--- config.mk ---
export PLATFORM = sky130hd
export DESIGN_NAME = multdiv_ctrl
export DESIGN_NICKNAME = d
export VERILOG_FILES = /design/src/rtl/multdiv_ctrl_pkg.sv /design/src/rtl/multdiv_ctrl_step_counter.sv /design/src/rtl/multdiv_ctrl.sv
export SDC_FILE = /design/constraint.sdc
export NUM_CORES = 1
export LEC_CHECK = 0
export BUFFER_PORTS_ARGS = -buffer_cell sky130_fd_sc_hd__buf_2
export CAP_MARGIN = 25
export CORE_AREA = 2 2 39 41
export DETAILED_ROUTE_END_ITERATION = 10
export DIE_AREA = 0 0 41 43
export PLACE_DENSITY_LB_ADDON = 0.08
export SETUP_SLACK_MARGIN = 0.1
export SYNTH_ARGS = -nofsm -noshare
export SYNTH_HDL_FRONTEND = slang
export SYNTH_SLANG_ARGS = --single-unit
--- constraint.sdc ---
create_clock -name clk -period 3.46 [get_ports clk]
set_clock_uncertainty 0.1 [all_clocks]
set_input_delay 0.865 -clock clk [delete_from_list [all_inputs] [get_ports clk]]
set_output_delay 0.865 -clock clk [all_outputs]
set_load 0.005 [all_outputs]
--- src/rtl/multdiv_ctrl_pkg.sv ---
// Shared definitions for the mult/div sequencer: state encoding and default
// step counts.
package multdiv_ctrl_pkg;

  localparam int CNT_W_DEF      = 5;
  localparam int MULT_STEPS_DEF = 32;
  localparam int DIV_STEPS_DEF  = 32;

  typedef enum logic [1:0] {
    ST_IDLE   = 2'd0,
    ST_LOAD   = 2'd1,
    ST_RUN    = 2'd2,
    ST_FINISH = 2'd3
  } state_t;

endpackage

--- src/rtl/multdiv_ctrl_step_counter.sv ---
// Iteration counter for the mult/div RUN phase. Clears synchronously, counts
// while enabled and flags when it sits on the last step index.
module multdiv_step_counter #(
  parameter int CNT_W = 5
) (
  input  logic             clk,
  input  logic             reset,
  input  logic             clr,
  input  logic             en,
  input  logic [CNT_W-1:0] last,
  output logic [CNT_W-1:0] count,
  output logic             term
);

  localparam logic [CNT_W-1:0] ONE = CNT_W'(1);

  // Count register: clear wins over enable.
  always_ff @(posedge clk) begin
    if (reset || clr) count <= '0;
    else if (en)      count <= count + ONE;
  end

  assign term = (count == last);

endmodule

--- src/rtl/multdiv_ctrl.sv ---
// Sequencer for the iterative multiply/divide datapath.
// Handshake: ctrl_MULT/ctrl_DIV are single-cycle start pulses with no ready
// back-pressure; a start is accepted in any state and restarts the sequence.
// data_resultRDY is a single-cycle done pulse and data_exception is only
// meaningful while it is high.
module multdiv_ctrl
  import multdiv_ctrl_pkg::*;
#(
  parameter int CNT_W      = CNT_W_DEF,
  parameter int MULT_STEPS = MULT_STEPS_DEF,
  parameter int DIV_STEPS  = DIV_STEPS_DEF
) (
  input  logic             clk,
  input  logic             reset,
  input  logic             ctrl_MULT,
  input  logic             ctrl_DIV,
  input  logic             dp_divisor_zero,
  input  logic             dp_overflow,
  output logic             load_operands,
  output logic             op_is_div,
  output logic             step_en,
  output logic [CNT_W-1:0] step_count,
  output logic             busy,
  output logic             data_resultRDY,
  output logic             data_exception,
  output state_t           dbg_state
);

  localparam logic [CNT_W-1:0] MULT_LAST = CNT_W'(MULT_STEPS - 1);
  localparam logic [CNT_W-1:0] DIV_LAST  = CNT_W'(DIV_STEPS - 1);

  state_t           state, state_nx;
  logic             start, start_div;
  logic             op_q, dz_q;
  logic [CNT_W-1:0] cnt, last;
  logic             term, cnt_clr, cnt_en;

  // Multiply has priority when both starts arrive together.
  assign start     = ctrl_MULT | ctrl_DIV;
  assign start_div = ctrl_DIV & ~ctrl_MULT;

  // State register.
  always_ff @(posedge clk) begin
    if (reset) state <= ST_IDLE;
    else       state <= state_nx;
  end

  // Operation and divide-by-zero latches, captured on every accepted start.
  always_ff @(posedge clk) begin
    if (reset) begin
      op_q <= 1'b0;
      dz_q <= 1'b0;
    end else if (start) begin
      op_q <= start_div;
      dz_q <= start_div & dp_divisor_zero;
    end
  end

  // Next-state logic: a start always restarts into LOAD, aborting any op.
  always_comb begin
    state_nx = state;
    if (start) begin
      state_nx = ST_LOAD;
    end else begin
      case (state)
        ST_IDLE:   state_nx = ST_IDLE;
        ST_LOAD:   state_nx = dz_q ? ST_FINISH : ST_RUN;
        ST_RUN:    state_nx = term ? ST_FINISH : ST_RUN;
        ST_FINISH: state_nx = ST_IDLE;
        default:   state_nx = ST_IDLE;
      endcase
    end
  end

  // The counter holds on its last index instead of wrapping back to zero.
  assign cnt_clr = (state == ST_LOAD);
  assign cnt_en  = (state == ST_RUN) && !term;
  assign last    = op_q ? DIV_LAST : MULT_LAST;

  multdiv_step_counter #(.CNT_W(CNT_W)) u_step_counter (
    .clk   (clk),
    .reset (reset),
    .clr   (cnt_clr),
    .en    (cnt_en),
    .last  (last),
    .count (cnt),
    .term  (term)
  );

  // Output decode from the state register; exception is live only in FINISH.
  always_comb begin
    load_operands  = 1'b0;
    step_en        = 1'b0;
    step_count     = '0;
    busy           = 1'b0;
    data_resultRDY = 1'b0;
    data_exception = 1'b0;
    case (state)
      ST_LOAD: begin
        load_operands = 1'b1;
        busy          = 1'b1;
      end
      ST_RUN: begin
        step_en    = 1'b1;
        step_count = cnt;
        busy       = 1'b1;
      end
      ST_FINISH: begin
        busy           = 1'b1;
        data_resultRDY = 1'b1;
        data_exception = op_q ? dz_q : dp_overflow;
      end
      default: ;
    endcase
  end

  assign op_is_div = op_q;
  assign dbg_state = state;

endmodule

* Word level (Yosys, flattened, before mapping) *
Cells that the tools add are included.

word-level totals
  output and inout port bits = 13
  bits in registers = 9
  input port bits = 6
  logic and storage cells = 32

operators by class
  reduce and logical (&&, ||, !) cells = 7
  add/sub/neg operators = 1
  bitwise logic cells = 4
  equal/unequal tests = 4
  multiplexer cells = 11

operators with widths
  kind                                                             count
  1-bit two-way mux                                                9
  2-bit case mux with 3 select lines                               1
  5-bit by 1-bit adder with 5-bit output, second input constant    1
  5-bit == test, second input constant                             1
  5-bit two-way mux                                                1
  2-bit == test, second input constant                             2
  2-bit OR reduction                                               2
  3-bit OR reduction                                               1
  1-bit AND                                                        2
  2-bit by 1-bit == test with 1-bit output, second input constant  1
  2-bit logical NOT                                                1
  1-bit logical AND                                                1
  1-bit logical NOT                                                1
  1-bit logical OR                                                 1
  1-bit inverter                                                   1
  1-bit OR                                                         1

* Longest topological paths before layout *
Gate-level depths: netlist (run 1).

  word-level depth = 4
  mapped depth = 6
  mapped depth without buffers = 6

* Cells and area by module *
A second synthesis (run 1) with hierarchy kept.

second synthesis, totals
  cells, all modules = 54
  area, all modules = 509.2 um^2

by module, submodules not included
  module                cells an instance  instances  area an instance (um^2)  seq. area each (um^2)
  multdiv_ctrl          28                 1          256.5                    80.1
  multdiv_step_counter  26                 1          252.7                    100.1

* Least setup slack after synthesis (run 1) *
No wires, ideal clock.

  path type = input -> output
  start point = input dp_overflow
  end point = output data_exception
  arrival = 1,037 ps
  required time = 2,495 ps
  slack = 1,458 ps
  stages on the path = 2
  buffers on the path = 0
  cell sequence = mux2i_1 nor2b_1

on the way
  cells in the longest elaborated chain, start to end = 2

ends and longest elaborated chain
  item                line                 source
  start: declaration  multdiv_ctrl.sv:18   input logic dp_overflow,
  1-bit two-way mux   multdiv_ctrl.sv:111  data_exception = op_q ? dz_q : dp_overflow;
  1-bit two-way mux   multdiv_ctrl.sv:98   case (state)
  end: declaration    multdiv_ctrl.sv:25   output logic data_exception,

Every way passes these cells.

* Worst setup path after layout (run 1) *
  start point = register state[0] (netlist: dbg_state[0])
  end point = output step_count[1]

on the way
  cells in the longest elaborated chain, start to end = 2

ends and longest elaborated chain
  item                      line                source
  start: declaration        multdiv_ctrl.sv:32  state_t state, state_nx;
  start signal: assignment  multdiv_ctrl.sv:45  else state <= state_nx;
  2-bit == test             multdiv_ctrl.sv:98
  5-bit two-way mux         multdiv_ctrl.sv:98
  end: declaration          multdiv_ctrl.sv:22  output logic [CNT_W-1:0] step_count,

Every way passes these cells.

==> results of run 1 <==
logic make-up after synthesis:
| family | count (synthesis) |
|---|---|
| DFF | 9 |
| and+or+nand+nor | 26 |
| xor gates and xnor gates | 2 |
| AOI/OAI and AO/OA | 5 |
| buffers and inverters | 3 |
| muxes | 2 |
| adders and majority gates | 6 |
worst max path at each step:
stage	from	endpoint	slack, ns	depth (start not counted)
3_5_place_dp	dp_overflow	data_exception	1.24	4
3_3_place_gp	dp_overflow	data_exception	1.24	4
2_1_floorplan	dp_overflow	data_exception	1.46	2
6_report	dbg_state[0]	step_count[1]	1.13	4
5_1_grt	dbg_state[0]	step_count[2]	1.04	4
4_1_cts	dbg_state[0]	step_count[1]	1.11	4
layout make-up:
type	count	area [um^2]
Clock buffer	4	26.3
Fill cell	143	764
Inverter	3	11.3
Multi-Input combinational cell	41	292
Sequential cell	9	180
Tap cell	16	20.0
Timing Repair Buffer	18	90.1
sequential cells by signal, summed over array words and instances (netlist names):
name and flops:
dbg_state 2, op_is_div 1, u_step_counter.count 5, dz_q 1
Yosys cell counts:
library cell / count
a21oi_1: 3
a31oi_1: 1
and2_2: 5
and2b_2: 1
and3_1: 1
dfxtp_1: 9
ha_1: 6
inv_1: 3
mux2i_1: 2
nand2_1: 5
nand2b_2: 1
nand3_1: 1
nand3b_1: 2
nor2_1: 4
nor2b_1: 1
nor3_1: 2
nor4b_1: 1
o21ai_0: 1
or2_2: 1
or3_1: 1
xnor2_1: 1
xor2_1: 1
power by group:
group          switching, mW  leakage, nW  internal [mW]
Clock                 0.0341       0.0150         0.0443
Combinational        0.00977        0.219        0.00967
Sequential           0.00221       0.0732          0.106
worst min-delay path, delay by kind of cell (launching register included):
kind	cells	cell delay [ns]
DFF	1	0.32
and+or+nand+nor	1	0.06
AOI/OAI and AO/OA	1	0.05
per-stage QoR:
step | util (%) | power, mW
detailed placement | 42.9 | 0.130
floorplan | - | 0.120
global route | 44.8 | 0.219
finish | 44.8 | 0.206
global placement | 42.9 | 0.130
CTS | 44.8 | 0.211
per-layer routing:
metal / vias up / share of wire [%] / wire (um) / global-route usage (%)
li1: 219 / - / - / -
met1: 164 / 46 / 409 / 15.3
met2: 17 / 45 / 400 / 17.2
met3: 2 / 7.1 / 63 / 3.14
met4: 0 / 0.91 / 8 / 10.0
met5: - / 0 / 0 / 0
==> flow_summary_export.csv, run 1 <==
group,metric,value,unit
yosys,syn_area,483,um^2
routing,via_per_inst,4.42,
floorplan,coreArea,0.00138,mm^2
sta,finalHoldViolCount,0,
setup_path,crit_buf_inv,2,
sta,period_share,67.3,%
clock_tree,cts_setup_buffers,0,
hold_path,hp-start,"u_step_counter.count[4]",
floorplan,initial_utilization,34.9,%
yosys,synth_top_area_share,37.3,%
routing,drc_errors,0,
setup_path,reg2reg_depth,6,
floorplan,ioPinCount,19,
hold_path,hold_depth,2,
setup_path,reg2reg_slack,1.65,ns
setup_path,cp-end-kind,"output pin",
finish,final_common_cell,"buf_2",
sta,relSlewSlack,81.5,%
yosys,yosysSeqAreaShare,37.3,%
setup_path,critPathMaxFanout,10,
setup_path,cp_cell_sequence,"inv_1 -> ha_1 -> and2_2 -> buf_2",
sta,finalCriticalPeriod,2.33,ns
yosys,yosys.area_share.xor_xnor,3.63,%
yosys,yosys.area.top_type,"dfxtp_1",
setup_path,cpMaxStageDelayCell,"dfxtp_1",
hold_path,min_path_type,"reg2reg",
yosys,ys_warn_count,0,
clock_tree,cts_buffers,3,
global_routing,grt_usage,12.4,%
clock_tree,root_buffer,"clkbuf_4",
yosys,synthSimpleGateAreaFrac,31.6,%
yosys,synthMuxAreaShare,4.15,%
setup_path,r2r-start,"u_step_counter.count[0]",
setup_path,worstPathArrival,1.36,ns
sta,rsz0062_at_grt,"no",
clock_tree,insertion_delay,0.26,ns
power_and_ir_drop,p_per_area,332,mW/mm^2
routing,drtPass1Iterations,1,
setup_path,criticalPathCategory,"reg2out",
yosys,synthTopCellsByArea,"dfxtp_1, ha_1, and2_2",
sta,layout_setup_ws,1.13,ns
global_routing,grt_pass1_vias,362,
setup_path,worstReg2RegEnd,"u_step_counter.count[3]",
global_routing,gr-total-overflow,0,
clock_tree,cts_resized,0,
placed_design,dp_slack,1.24,ns
placed_design,place_area,593,um^2
floorplan,row_count,14,
setup_path,worst_path_dominant_cell_family,"flip-flops",
setup_path,cp-start-kind,"register",
sta,max_freq,429,MHz
sta,finalSetupViolCount,0,
finish,diodes,0,
placed_design,dp_cells,87,
routing,dr.first_iter.drc_count,0,
clock_tree,cts.sinks,9,
power_and_ir_drop,p_leak,0.307,nW
job,maxCapViolCount,0,
finish,stdcell_count,91,
global_routing,antenna_found_initial,0,
yosys,synth-compound-area-share,5.44,%
placed_design,hpwl,719,um
routing,ant_nets,0,
yosys,avgSynthCellArea,9.11,um^2
sta,slew_violations,0,
placed_design,port_buffers,18,
global_routing,grt_pass1_wl,1430,um
finish,mostFrequentLayoutCells,"buf_2, dfxtp_1, ha_1",
clock_tree,cts.clk_slew.worst_paths,0.06,ns
routing,routed_wl,882,um
routing,route.vias.total,402,
finish,postLayoutCellArea,619,um^2
hold_path,hold-path-endpoint,"u_step_counter.count[4]",
yosys,synth_top_family_by_area,"simple AND/OR/NAND/NOR gates",
placed_design,globalplace.congestion,0.637,
finish,nNetsFinal,88,
floorplan,die_w,41,um
clock_tree,cts_tree,"done",
floorplan,die_y,43,um
routing,wl_per_cell,9.69,um
power_and_ir_drop,irDropWorstVdd,173,uV
clock_tree,clk_path_buf_depth,2,
clock_tree,cts_htree_levels,1,
yosys,syn-instance-count,53,
yosys,synth_nets,65,
setup_path,crit_path_max_incr_delay,0.38,ns
sta,holdWs,0.375,ns
yosys,synthAdderAreaFrac,15.5,%
finish,syn_to_final_growth,28.2,%
setup_path,cp.required,2.49,ns
global_routing,grt_max_degree,11,
yosys,ys_types,22,
sta,worst_slew_pin_slew,0.278,ns
finish,drive_gt1_share,38.7,%
sta,fin_setup_tns,0,ns
clock_tree,ctsHoldBuffers,0,
status,outcome,"completed",
floorplan,die_area,0.00176,mm^2
yosys,ys_ff_latch,9,
(Power assumes the default switching activity.)
==> run 2, diff against run 1 <==
- ABC_AREA: not set -> 1
- clock period: 3.46 -> 2.4 ns (I/O delays scaled with it)
==> flow_summary_export.csv, run 2 <==
group,metric,value,unit
floorplan,die_y,43,um
floorplan,row_count,14,
routing,via_per_inst,4.39,
global_routing,grt_usage,12.9,%
sta,layout_setup_ws,0.392,ns
finish,postLayoutCellArea,638,um^2
placed_design,globalplace.congestion,0.799,
power_and_ir_drop,p_leak,0.365,nW
clock_tree,cts_setup_buffers,0,
yosys,synthTopCellsByArea,"dfxtp_1, ha_1, nand2_1",
sta,period_share,83.6,%
floorplan,die_w,41,um
yosys,synthTopCellsByCount,"nand2_1, inv_1, nor2_1",
yosys,yosys.area.top_type,"dfxtp_1",
clock_tree,root_buffer,"clkbuf_4",
setup_path,cpMaxStageDelayCell,"dfxtp_1",
floorplan,initial_utilization,37.1,%
clock_tree,cts.sinks,9,
setup_path,critPathMaxFanout,9,
sta,finalHoldViolCount,0,
finish,largest_reg_flops,5,
finish,top_register,"u_step_counter.count",
power_and_ir_drop,pwr-share-seq,50.7,%
power_and_ir_drop,irDropWorstVdd,279,uV
yosys,ys_ff_latch,9,
yosys,synth_top_area_share,35.1,%
sta,fin_setup_tns,0,ns
setup_path,cp-end-kind,"output pin",
sta,worst_slew_pin_slew,0.382,ns
routing,drtPass1Iterations,4,
yosys,synth.most_common_cell,"nand2_1",
floorplan,coreArea,0.00138,mm^2
yosys,syn-instance-count,73,
routing,dr.first_iter.drc_count,10,
finish,mostFrequentLayoutCells,"buf_2, nand2_1, inv_1, nor2_1, dfxtp_1",
global_routing,grt_pass1_wl,1540,um
sta,rsz0062_at_grt,"no",
finish,syn_to_final_growth,24.4,%
power_and_ir_drop,p_total,0.308,mW
clock_tree,cts_buffers,3,
sta,finalCriticalPeriod,2.01,ns
clock_tree,cts_resized,0,
placed_design,dp_cells,106,
setup_path,worstPathArrival,1.31,ns
routing,wl_per_cell,8.76,um
yosys,synth_edf_count,0,
finish,diodes,0,
yosys,avgSynthCellArea,7.03,um^2
placed_design,dp_slack,0.682,ns
routing,ant_nets,0,
routing,route.vias.total,483,
clock_tree,insertion_delay,0.26,ns
setup_path,path_common_cell,"inv_1",
power_and_ir_drop,p_int,0.231,mW
floorplan,die_area,0.00176,mm^2
floorplan,ioPinCount,19,
finish,stdcell_count,110,
global_routing,antenna_found_initial,0,
clock_tree,cts_tree,"done",
sta,slew_violations,0,
clock_tree,cts_htree_levels,1,
routing,drc_errors,0,
setup_path,cp-start-kind,"register",
yosys,ys_types,16,
setup_path,cp.required,1.70,ns
global_routing,grt_pass1_vias,412,
global_routing,gr-total-overflow,0,
hold_path,min_path_type,"reg2reg",
power_and_ir_drop,p_per_area,482,mW/mm^2
setup_path,crit_path_max_incr_delay,0.38,ns
power_and_ir_drop,power.switching,0.0763,mW
routing,routed_wl,964,um
placed_design,port_buffers,18,
sta,finalSetupViolCount,0,
yosys,yosysSeqAreaShare,35.1,%
power_and_ir_drop,pwr-share-clk,39.2,%
finish,fillerInstances,155,
yosys,syn_area,513,um^2
job,maxCapViolCount,0,
placed_design,place_area,612,um^2
finish,drive_gt1_share,26.6,%
clock_tree,cts.clk_slew.worst_paths,0.06,ns
setup_path,cp_cell_sequence,"inv_1 -> ha_1 -> nand2_1 -> inv_1 -> buf_2",
power_and_ir_drop,switching_share,24.8,%
yosys,synth_ff_type,"dfxtp_1",
setup_path,criticalPathCategory,"reg2out",
finish,nNetsFinal,107,
status,outcome,"completed",
yosys,async_reset_ff_share,0,%
yosys,ys_warn_count,0,
sta,relSlewSlack,74.4,%
clock_tree,clk_path_buf_depth,2,
placed_design,hpwl,747,um
yosys,synth_nets,85,
global_routing,grt_max_degree,10,
clock_tree,ctsHoldBuffers,0,
finish,final_common_cell,"buf_2",
sta,max_freq,498,MHz
power_and_ir_drop,combPwrFrac,10.1,%
[run 2: power by group through the flow]
stage / combinational [mW] / sequential (mW) / clock (mW)
after global placement: 0.0315 / 0.159 / 0
after detailed placement: 0.0316 / 0.160 / 0
after floorplan: 0.0181 / 0.159 / 0
after global routing: 0.0365 / 0.157 / 0.129
after CTS: 0.0317 / 0.156 / 0.122
final: 0.0311 / 0.156 / 0.121
[run 2: cell type report]
cell class / count / area (um^2) / share of cell area (%)
Inverter: 15 / 56.3 / 8.82
Multi-Input combinational cell: 48 / 265 / 41.6
Timing Repair Buffer: 18 / 90.1 / 14.1
Tap cell: 16 / 20.0 / 3.14
Sequential cell: 9 / 180 / 28.2
Clock buffer: 4 / 26.3 / 4.12
[run 2: metal layers]
metal | vias to the layer above | track usage (%) | wire length, um
met5 | - | 0 | 0
met4 | 0 | 10.0 | 11
met3 | 2 | 3.14 | 47
met2 | 13 | 17.5 | 403
met1 | 206 | 16.6 | 501
li1 | 262 | - | -
[run 2: through the flow]
step | hold WS (ns) | util [%]
after global routing | 0.416 | 46.1
final | 0.383 | 46.1
after floorplan | 0.351 | -
after detailed placement | 0.375 | 44.2
after CTS | 0.385 | 46.1
after global placement | 0.377 | 44.2
[run 2: worst max-delay path: cells and delay by family, from the launching register on]
kind,cells,cell delay (ns)
adder cells (fa/ha/maj),1,0.32
buffers and inverters,3,0.23
flip-flops,1,0.38
AND/OR/NAND/NOR,1,0.11
[run 2: path summary, 6_finish.rpt]
path,from,endpoint,slack (ns),cells past startpoint
worst max register to register,u_step_counter.count[0],u_step_counter.count[3],0.79,9
worst max-delay path,dbg_state[0],step_count[4],0.39,5
worst min-delay path,op_is_div,op_is_div,0.38,2
worst min register to register,op_is_div,op_is_div,0.38,2
[run 2: logic make-up (layout without fill, tap and decap cells)]
logic type      Yosys count  after routing  share of synthesized area (%)
compound gates            7              7                           7.81
fa+ha+maj                 6              6                           14.6
buf+inv                  16             37                           13.2
flops                     9              9                           35.1
simple gates             35             35                           29.3
==> run 3, diff against run 2 <==
- ABC_AREA: 1 -> 0
- clock period: 2.4 -> 1.9 ns (I/O delays scaled with it)
==> flow_summary_export.csv, run 3 (same netlist as run 1, synthesis figures left out) <==
group,metric,value,unit
status,outcome,"completed",
sta,relSlewSlack,83.3,%
clock_tree,clk_path_buf_depth,2,
placed_design,hpwl,729,um
finish,fillerInstances,149,
global_routing,grt_usage,13.0,%
sta,period_share,90.4,%
floorplan,coreArea,0.00138,mm^2
floorplan,die_area,0.00176,mm^2
sta,max_freq,582,MHz
global_routing,grt_pass1_vias,381,
sta,finalSetupViolCount,0,
clock_tree,cts_tree,"done",
setup_path,cp-start-kind,"register",
finish,drive_gt1_share,46.1,%
power_and_ir_drop,p_int,0.293,mW
finish,syn_to_final_growth,34.5,%
setup_path,reg2reg_depth,6,
sta,fin_setup_tns,0,ns
global_routing,grt_pass1_wl,1510,um
clock_tree,cts_buffers,3,
setup_path,critPathMaxFanout,8,
clock_tree,ctsHoldBuffers,0,
setup_path,criticalPathCategory,"reg2out",
power_and_ir_drop,pwr-share-seq,52.8,%
setup_path,worstReg2RegEnd,"u_step_counter.count[3]",
sta,finalCriticalPeriod,1.72,ns
routing,ant_nets,0,
power_and_ir_drop,p_per_area,576,mW/mm^2
routing,drc_errors,0,
hold_path,min_path_type,"in2reg",
floorplan,die_y,43,um
sta,finalHoldViolCount,0,
power_and_ir_drop,pwr-share-clk,37.2,%
power_and_ir_drop,switching_share,21.8,%
finish,largest_reg_flops,5,
clock_tree,insertion_delay,0.25,ns
clock_tree,root_buffer,"clkbuf_4",
clock_tree,cts.clk_slew.worst_paths,0.06,ns
placed_design,dp_cells,87,
global_routing,gr-total-overflow,0,
setup_path,r2r-start,"u_step_counter.count[0]",
finish,mostFrequentLayoutCells,"buf_2, dfxtp_1, and2_2, nand2_1",
floorplan,row_count,14,
sta,worst_slew_pin_slew,0.246,ns
floorplan,die_w,41,um
finish,top_register,"u_step_counter.count",
setup_path,cp-end-kind,"output pin",
placed_design,globalplace.congestion,0.682,
sta,slew_violations,0,
finish,final_common_cell,"buf_2",
routing,via_per_inst,4.57,
power_and_ir_drop,combPwrFrac,10.0,%
clock_tree,cts_htree_levels,1,
power_and_ir_drop,power.switching,0.0817,mW
clock_tree,cts.sinks,9,
setup_path,worstSetupStartpoint,"dbg_state[0]",
setup_path,worstPathArrival,1.14,ns
setup_path,cp-endpoint,"step_count[1]",
power_and_ir_drop,p_total,0.374,mW
power_and_ir_drop,p_leak,0.310,nW
finish,diodes,0,
global_routing,grt_max_degree,11,
routing,dr.first_iter.drc_count,0,
floorplan,initial_utilization,34.9,%
finish,nNetsFinal,89,
sta,holdWs,0.335,ns
routing,routed_wl,898,um
floorplan,ioPinCount,19,
job,maxCapViolCount,0,
global_routing,antenna_found_initial,0,
placed_design,port_buffers,18,
routing,route.vias.total,420,
setup_path,cp.required,1.32,ns
setup_path,reg2reg_slack,0.20,ns
routing,drtPass1Iterations,1,
finish,stdcell_count,92,
power_and_ir_drop,irDropWorstVdd,292,uV
routing,wl_per_cell,9.76,um
sta,rsz0062_at_grt,"no",
==> run 3: changes by cell type in the layout (fill, tap and decap cells not counted), moves of 2 or more <==
cell / previous run / this run
and2_2: 0 / 5
nor3_1: 0 / 2
nand2_1: 15 / 5
dfxtp_1: 9 / 7
inv_1: 14 / 2
dfxtp_2: 0 / 2
mux2i_1: 0 / 2
nor2_1: 14 / 4
ha_1: 6 / 4
==> run 3: worst min-delay path by stage <==
stage                                  startpoint                       to  slack, ns  depth (start not counted)
after floorplan           u_step_counter.count[4]  u_step_counter.count[4]       0.35                          2
after global placement    u_step_counter.count[1]  u_step_counter.count[1]       0.39                          2
after detailed placement  u_step_counter.count[4]  u_step_counter.count[4]       0.38                          2
after CTS                                   reset             dbg_state[0]       0.33                          2
after global routing                        reset             dbg_state[0]       0.33                          2
final                                       reset             dbg_state[0]       0.34                          2
==> run 3: what timing repair did <==
action                                  4_1_cts  5_1_grt
buffers inserted                              0        1
resized for setup                             4        3
endpoints found under the setup margin        6        6
==> run 3: area by class of cell <==
class,instances,area [um^2],share of cell area (%)
sequential,9,183,28.1
tap,16,20.0,3.08
clock buffer,4,26.3,4.05
inverter,3,11.3,1.73
timing repair buffer,19,97.6,15.0
multi-input combinational,41,312,48.0
==> run 3: stage by stage <==
stage / area (um^2) / setup slack, ns / utilization, %
6_report: 649 / 0.182 / 46.9
5_1_grt: 649 / 0.114 / 46.9
4_1_cts: 636 / 0.114 / 45.9
3_5_place_dp: 593 / 0.0955 / 42.9
3_3_place_gp: 593 / 0.139 / 42.9
2_1_floorplan: 483 / 0.202 / -
==> run 3: power by group through the flow <==
stage | Clock [mW] | Combinational, mW | Sequential, mW
final | 0.139 | 0.0375 | 0.198
after global routing | 0.165 | 0.0431 | 0.198
after CTS | 0.147 | 0.0373 | 0.197
after detailed placement | 0 | 0.0358 | 0.201
after global placement | 0 | 0.0363 | 0.201
after floorplan | 0 | 0.0176 | 0.201
==> run 3: worst max-delay path, stage by stage, from the launching register on <==
cell	delay, ns
dfxtp_2	0.36
inv_2	0.06
ha_4	0.17
and2_2	0.18
buf_2	0.12
==> run 3: routing by layer <==
metal / GRT usage [%] / wire (um) / share of wire, %
met3: 3.14 / 57 / 6.3
met2: 19.4 / 421 / 47
met5: 0 / 0 / 0
met4: 8.00 / 11 / 1.2
met1: 16.0 / 407 / 45
